==> config.mk <==
export PLATFORM = sky130hd
export DESIGN_NAME = weighted_sum_tree
export DESIGN_NICKNAME = d
export VERILOG_FILES = /design/src/rtl/nn_pkg.sv /design/src/rtl/weighted_sum_tree_stage.sv /design/src/rtl/weighted_sum_tree.sv
export SDC_FILE = /design/constraint.sdc
export NUM_CORES = 2
export LEC_CHECK = 0
export ABC_AREA = 1
export BUFFER_PORTS_ARGS = -buffer_cell sky130_fd_sc_hd__buf_2
export CORE_MARGIN = 2
export CORE_UTILIZATION = 35
export DETAILED_ROUTE_END_ITERATION = 6
export HOLD_SLACK_MARGIN = 0.06
export PLACE_DENSITY = 0.64
export SETUP_SLACK_MARGIN = 0.4
export SYNTH_ARGS = -nofsm -noshare
export SYNTH_HDL_FRONTEND = slang
export SYNTH_SLANG_ARGS = --single-unit
==> constraint.sdc <==
create_clock -name clk -period 2.7 [get_ports clk]
set_input_delay 0.405 -clock clk [delete_from_list [all_inputs] [get_ports clk]]
set_output_delay 0.405 -clock clk [all_outputs]
set_load 0.02 [all_outputs]
==> src/rtl/nn_pkg.sv <==
// Shared helpers for the neuron datapath: width math and signed saturate/wrap conversion.
package nn_pkg;

    localparam int MAX_W = 128;

    typedef struct packed {
        logic signed [MAX_W-1:0] value;
        logic                    sat;
    } conv_t;

    function automatic int clog2(input int n);
        int r;
        r = 0;
        while ((1 << r) < n) r++;
        return r;
    endfunction

    function automatic int acc_width(input int w, input int n);
        return w + clog2(n);
    endfunction

    // Narrow v to a signed field of the given width, clamping or wrapping; sat flags a misfit.
    function automatic conv_t sat_conv(input logic signed [MAX_W-1:0] v,
                                       input int width,
                                       input bit saturate);
        conv_t                   res;
        logic signed [MAX_W-1:0] max_v;
        logic signed [MAX_W-1:0] min_v;
        logic signed [MAX_W-1:0] wrapped;
        logic                    fits;
        max_v   = (MAX_W'(1) << (width - 1)) - MAX_W'(1);
        min_v   = ~max_v;
        wrapped = (v <<< (MAX_W - width)) >>> (MAX_W - width);
        fits    = (wrapped == v);
        res.sat = !fits;
        if (!saturate || fits)
            res.value = wrapped;
        else if (v > max_v)
            res.value = max_v;
        else
            res.value = min_v;
        return res;
    endfunction

endpackage

==> src/rtl/weighted_sum_tree_stage.sv <==
// One registered adder-tree level: sums adjacent term pairs, halving the term count.
module weighted_sum_tree_stage
    import nn_pkg::*;
#(
    parameter int N_TERMS = 2,
    parameter int TERM_W  = 8
) (
    input  logic                          clk,
    input  logic                          rst,
    input  logic                          en,
    input  logic                          in_valid,
    input  logic [N_TERMS*TERM_W-1:0]     in_terms,
    output logic                          out_valid,
    output logic [N_TERMS/2*TERM_W-1:0]   out_terms
);

    always_ff @(posedge clk) begin
        if (!rst) begin
            out_valid <= 1'b0;
            out_terms <= '0;
        end else if (en) begin
            out_valid <= in_valid;
            for (int i = 0; i < N_TERMS / 2; i++)
                out_terms[i*TERM_W +: TERM_W] <= in_terms[2*i*TERM_W +: TERM_W]
                                               + in_terms[(2*i+1)*TERM_W +: TERM_W];
        end
    end

endmodule

==> src/rtl/weighted_sum_tree.sv <==
// Pipelined weighted sum of x-gated signed weights via a registered binary adder tree,
// with valid/ready flow control and saturating or wrapping output conversion.
module weighted_sum_tree
    import nn_pkg::*;
#(
    parameter int N        = 8,
    parameter int W        = 32,
    parameter int OUT_W    = 32,
    parameter int SATURATE = 1
) (
    input  logic               clk,
    input  logic               rst,
    input  logic               in_valid,
    output logic               in_ready,
    input  logic [N-1:0]       x,
    input  logic [W*N-1:0]     w,
    output logic               out_valid,
    input  logic               out_ready,
    output logic [OUT_W-1:0]   sum,
    output logic               sat
);

    localparam int LEVELS = clog2(N);
    localparam int ACC_W  = acc_width(W, N);
    localparam int P      = 1 << LEVELS;

    logic                     adv;
    logic [P-1:0]             x_pad;
    logic [P*W-1:0]           w_pad;
    logic [P*ACC_W-1:0]       terms;
    logic [P*ACC_W-1:0]       s0_data;
    logic                     s0_valid;
    wire  [(P-1)*ACC_W-1:0]   lvl_data;
    wire  [LEVELS:1]          lvl_valid;
    logic signed [ACC_W-1:0]  final_acc;
    conv_t                    conv;
    wire                      unused_hi;

    assign adv      = !out_valid || out_ready;
    assign in_ready = adv;

    // Unused upper terms stay zero so a non-power-of-two N pads cleanly.
    assign x_pad = P'(x);
    assign w_pad = (P*W)'(w);

    always_comb begin
        terms = '0;
        for (int i = 0; i < P; i++)
            if (x_pad[i])
                terms[i*ACC_W +: ACC_W] = ACC_W'($signed(w_pad[i*W +: W]));
    end

    always_ff @(posedge clk) begin
        if (!rst) begin
            s0_valid <= 1'b0;
            s0_data  <= '0;
        end else if (adv) begin
            s0_valid <= in_valid;
            s0_data  <= terms;
        end
    end

    // lvl_data packs every level's outputs back to back; level k starts at term P - (P >> (k-1)).
    for (genvar k = 1; k <= LEVELS; k++) begin : g_lvl
        localparam int NI  = P >> (k - 1);
        localparam int OFF = P - NI;
        wire [NI*ACC_W-1:0] d_in;
        wire                v_in;
        if (k == 1) begin : g_first
            assign d_in = s0_data;
            assign v_in = s0_valid;
        end else begin : g_next
            assign d_in = lvl_data[(OFF-NI)*ACC_W +: NI*ACC_W];
            assign v_in = lvl_valid[k-1];
        end
        weighted_sum_tree_stage #(
            .N_TERMS (NI),
            .TERM_W  (ACC_W)
        ) u_stage (
            .clk       (clk),
            .rst       (rst),
            .en        (adv),
            .in_valid  (v_in),
            .in_terms  (d_in),
            .out_valid (lvl_valid[k]),
            .out_terms (lvl_data[OFF*ACC_W +: NI/2*ACC_W])
        );
    end

    assign final_acc = lvl_data[(P-2)*ACC_W +: ACC_W];
    assign out_valid = lvl_valid[LEVELS];

    assign conv      = sat_conv(MAX_W'(final_acc), OUT_W, SATURATE != 0);
    assign sum       = conv.value[OUT_W-1:0];
    assign sat       = conv.sat;
    assign unused_hi = ^conv.value[MAX_W-1:OUT_W];

endmodule

==> summary.txt <==
Global route
  – First-pass GRT wire length: 192000 µm
  – Initial antenna violation count: 1
  – Largest net degree at the start of global routing: 91
  – GRT Residual Overflow: 0
  – GRT Overall Usage: 23.3%
  – Vias in the first global route: 35.0k

Floorplan
  – Core area: 0.0986 mm²
  – Area of the die: 0.102 mm²
  – Die height: 320 µm
  – Row count: 115
  – DIE WIDTH: 320 µm
  – IO Count: 303
  – Initial Utilization: 35.4%

STA
  – RSZ-0062 raised after global routing: yes
  – Post-Route Skew: 0.0252 ns
  – Slew HR: 30.6%
  – Fmax: 366 MHz
  – Setup TNS: -0.342 ns
  – Clock period minus worst slack: 2.73 ns
  – Count of pins over their slew limit: 0
  – Final setup vio count: 25
  – Hold Violations, Final: 0
  – Hold Worst Slack: 0.100 ns
  – Slew @ Worst Pin: 1.03 ns
  – Final worst slack: -0.0348 ns
  – Final worst path period share: 101%

Logic synthesis
  – Asr flop ratio synth: 0%
  – Synth Instances: 5634
  – Post-synthesis sequential area ratio: 29.0%
  – Largest area contributor in the netlist: dfxtp_1
  – Avg Cell Area, Syn: 6.19 µm²
  – Yosys cell types: 38
  – Synth Net Count: 6141
  – Most common cell in the netlist: nand2_1
  – Number of synthesized flops with an enable pin: 0
  – Register bit total from synthesis: 505
  – Top cells by count, synth: nand2_1, inv_1, o21ai_0, nor2_1, a21oi_1
  – Ys Warns: 0
  – Top post-synthesis cells by area: dfxtp_1, nand2_1, inv_1
  – Mapped cell area: 0.0349 mm²
  – Post-synth top area share: 29.0%
  – Ys flop type: dfxtp_1

Power and ir drop
  – PwrDens: 537 mW/mm²
  – LEAKAGE: 0.0229 µW
  – Worst IR Drop VDD: 0.000512 V

Place
  – DP Cell Count: 7069
  – Input/output buffers: 302
  – GP Congestion: 0.942
  – Post-DP Area: 0.0377 mm²
  – DP Wirelength: 92100 µm

Worst hold path
  – Hold path endpoint: g_lvl[1].d_in[0]
  – Worst Hold Class: in -> reg
  – Min-delay src: w[0]
  – Hold depth: 3

Critical path
  – R2R setup slack: 0.46 ns
  – Worst r2r dst: g_lvl[1].u_stage.out_terms[47]
  – Critical path class: reg -> out
  – Critical Path RT: 2.30 ns
  – R2R depth: 12
  – CP Data Arrival Time: 2.33 ns
  – R2R Path Start: g_lvl[1].d_in[70]
  – Element type at the critical path end: output port
  – Worst Setup SP: g_lvl[3].u_stage.out_terms[15]
  – Startpoint Class: flop
  – Max FO, Critical Path: 8

Detailed routing
  – DRT antenna net count: 0
  – Routed via count: 37.6k
  – DR iter-0 viols: 2911
  – Final WL: 124000 µm
  – 1st-pass router iterations: 6
  – Drt wl/cell: 16.6 µm
  – DR DRC count: 0
  – Via-to-Cell Ratio: 5.05

Finish
  – Finished Layout Cells: 7445
  – Share of layout cells above drive strength 1: 10.0%
  – Final nets: 6616
  – Fin area: 0.0432 mm²
  – Layout area overhead: 24.0%

Clocking
  – Clock sink count: 505
  – Clk_lat worst skew: 0.68 ns
  – TritonCTS clock tree: done
  – CTS root buffer: clkbuf_16
  – Max Buffers Root-to-Sink: 3
  – Worst-path clk slew: 0.06 ns
  – H-tree levels: 2
  – CTS Buf Count: 59

Flow run
  – MaxCap Viol Count: 0

Outcome
  – Failing checks: setup timing
  – Status: finished with violations
-- cell usage in the layout (no fill, tap or decap), drive strengths merged, types with 9 or more instances in the layout --
master,n
inv,961
clkbuf,76
ha,232
a21oi,539
o21ai,640
dlygate4sd3,244
dfxtp,505
nand2,1273
nor3,51
xnor2,13
clkinv,13
nand4,38
bufinv,10
o21bai,109
buf,362
nor2,618
nand3,306
xor2,86
or2,9
o211ai,20
-- flip-flops by register name (all words and copies together) (netlist names) --
register                 flops
g_lvl.u_stage.out_valid      3
g_lvl.u_stage.out_terms    245
g_lvl.d_in                 256
g_lvl.v_in                   1
-- metal layers --
metal,global-route usage (%),up-vias,routed length (µm)
li1,-,18996,-
met1,33.8,17245,60000
met2,36.4,1130,53100
met3,2.75,208,7200
met4,5.78,0,3230
met5,0,-,0
-- how the worst max path moves through the flow --
stage	end	slack, ns	cells after the start
after global placement	g_lvl[1].u_stage.out_terms[34]	0.26	14
after detailed placement	g_lvl[1].u_stage.out_terms[34]	0.25	14
after global routing	sum[26]	-0.18	8
final	sum[18]	-0.03	8
after CTS	sum[22]	-0.01	7
after floorplan	sum[22]	0.62	6
-- timing repair --
action	CTS	global route
gates resized for setup	94	133
cloned	5	1
hold buffers	244	0
endpoints found under the hold margin	244	0
pin swaps	9	18
buffers inserted	5	11
setup endpoints to repair	39	104
-- cell type report --
class / instances / area [µm²]
diodes: 2 / 5.00
clock buffers: 76 / 1650
clock inverters: 32 / 485
fillers: 10197 / 55300
inverters: 956 / 3600
multi-input cells: 3980 / 20800
flip-flops and latches: 505 / 10100
well taps: 1287 / 1610
repair buffers: 606 / 4880
repair inverters: 1 / 8.76
-- per-stage QoR --
step	total power [µW]	setup slack [ns]	utilization (%)
after CTS	22800	-0.0111	43.3
after floorplan	11500	0.619	-
after global placement	13200	0.265	38.3
final	23200	-0.0348	43.9
after detailed placement	13200	0.250	38.3
after global routing	24300	-0.177	43.9
-- worst max-delay path: stages (launching register included) --
cell and delay, ns:
dfxtp_2 0.34, inv_1 0.07, nor4_2 0.29, nand4_1 0.23, o21ai_4 0.22, buf_12 0.18, nand2_8 0.10, o21ai_2 0.10
buf_6 0.15
-- report_power, final --
| group | internal [µW] | switching (µW) | leakage [µW] |
|---|---|---|---|
| registers | 8040 | 450 | 0.00416 |
| clock network | 5290 | 3560 | 0.00104 |
| logic | 2350 | 3510 | 0.0177 |
-- cell families (layout without fill, tap and decap cells) --
group / count (synthesis) / in the layout / synth area share (%)
adder cells (fa/ha/maj): 239 / 239 / 8.73
AND/OR/NAND/NOR: 2308 / 2311 / 27.0
flip-flops: 505 / 505 / 29.0
XOR/XNOR: 99 / 99 / 2.49
buffers and inverters: 1152 / 1671 / 12.6
AO/OA/AOI/OAI: 1331 / 1331 / 20.2
other: 0 / 2 / 0
Note: power is estimated with default switching activity, not from simulation.
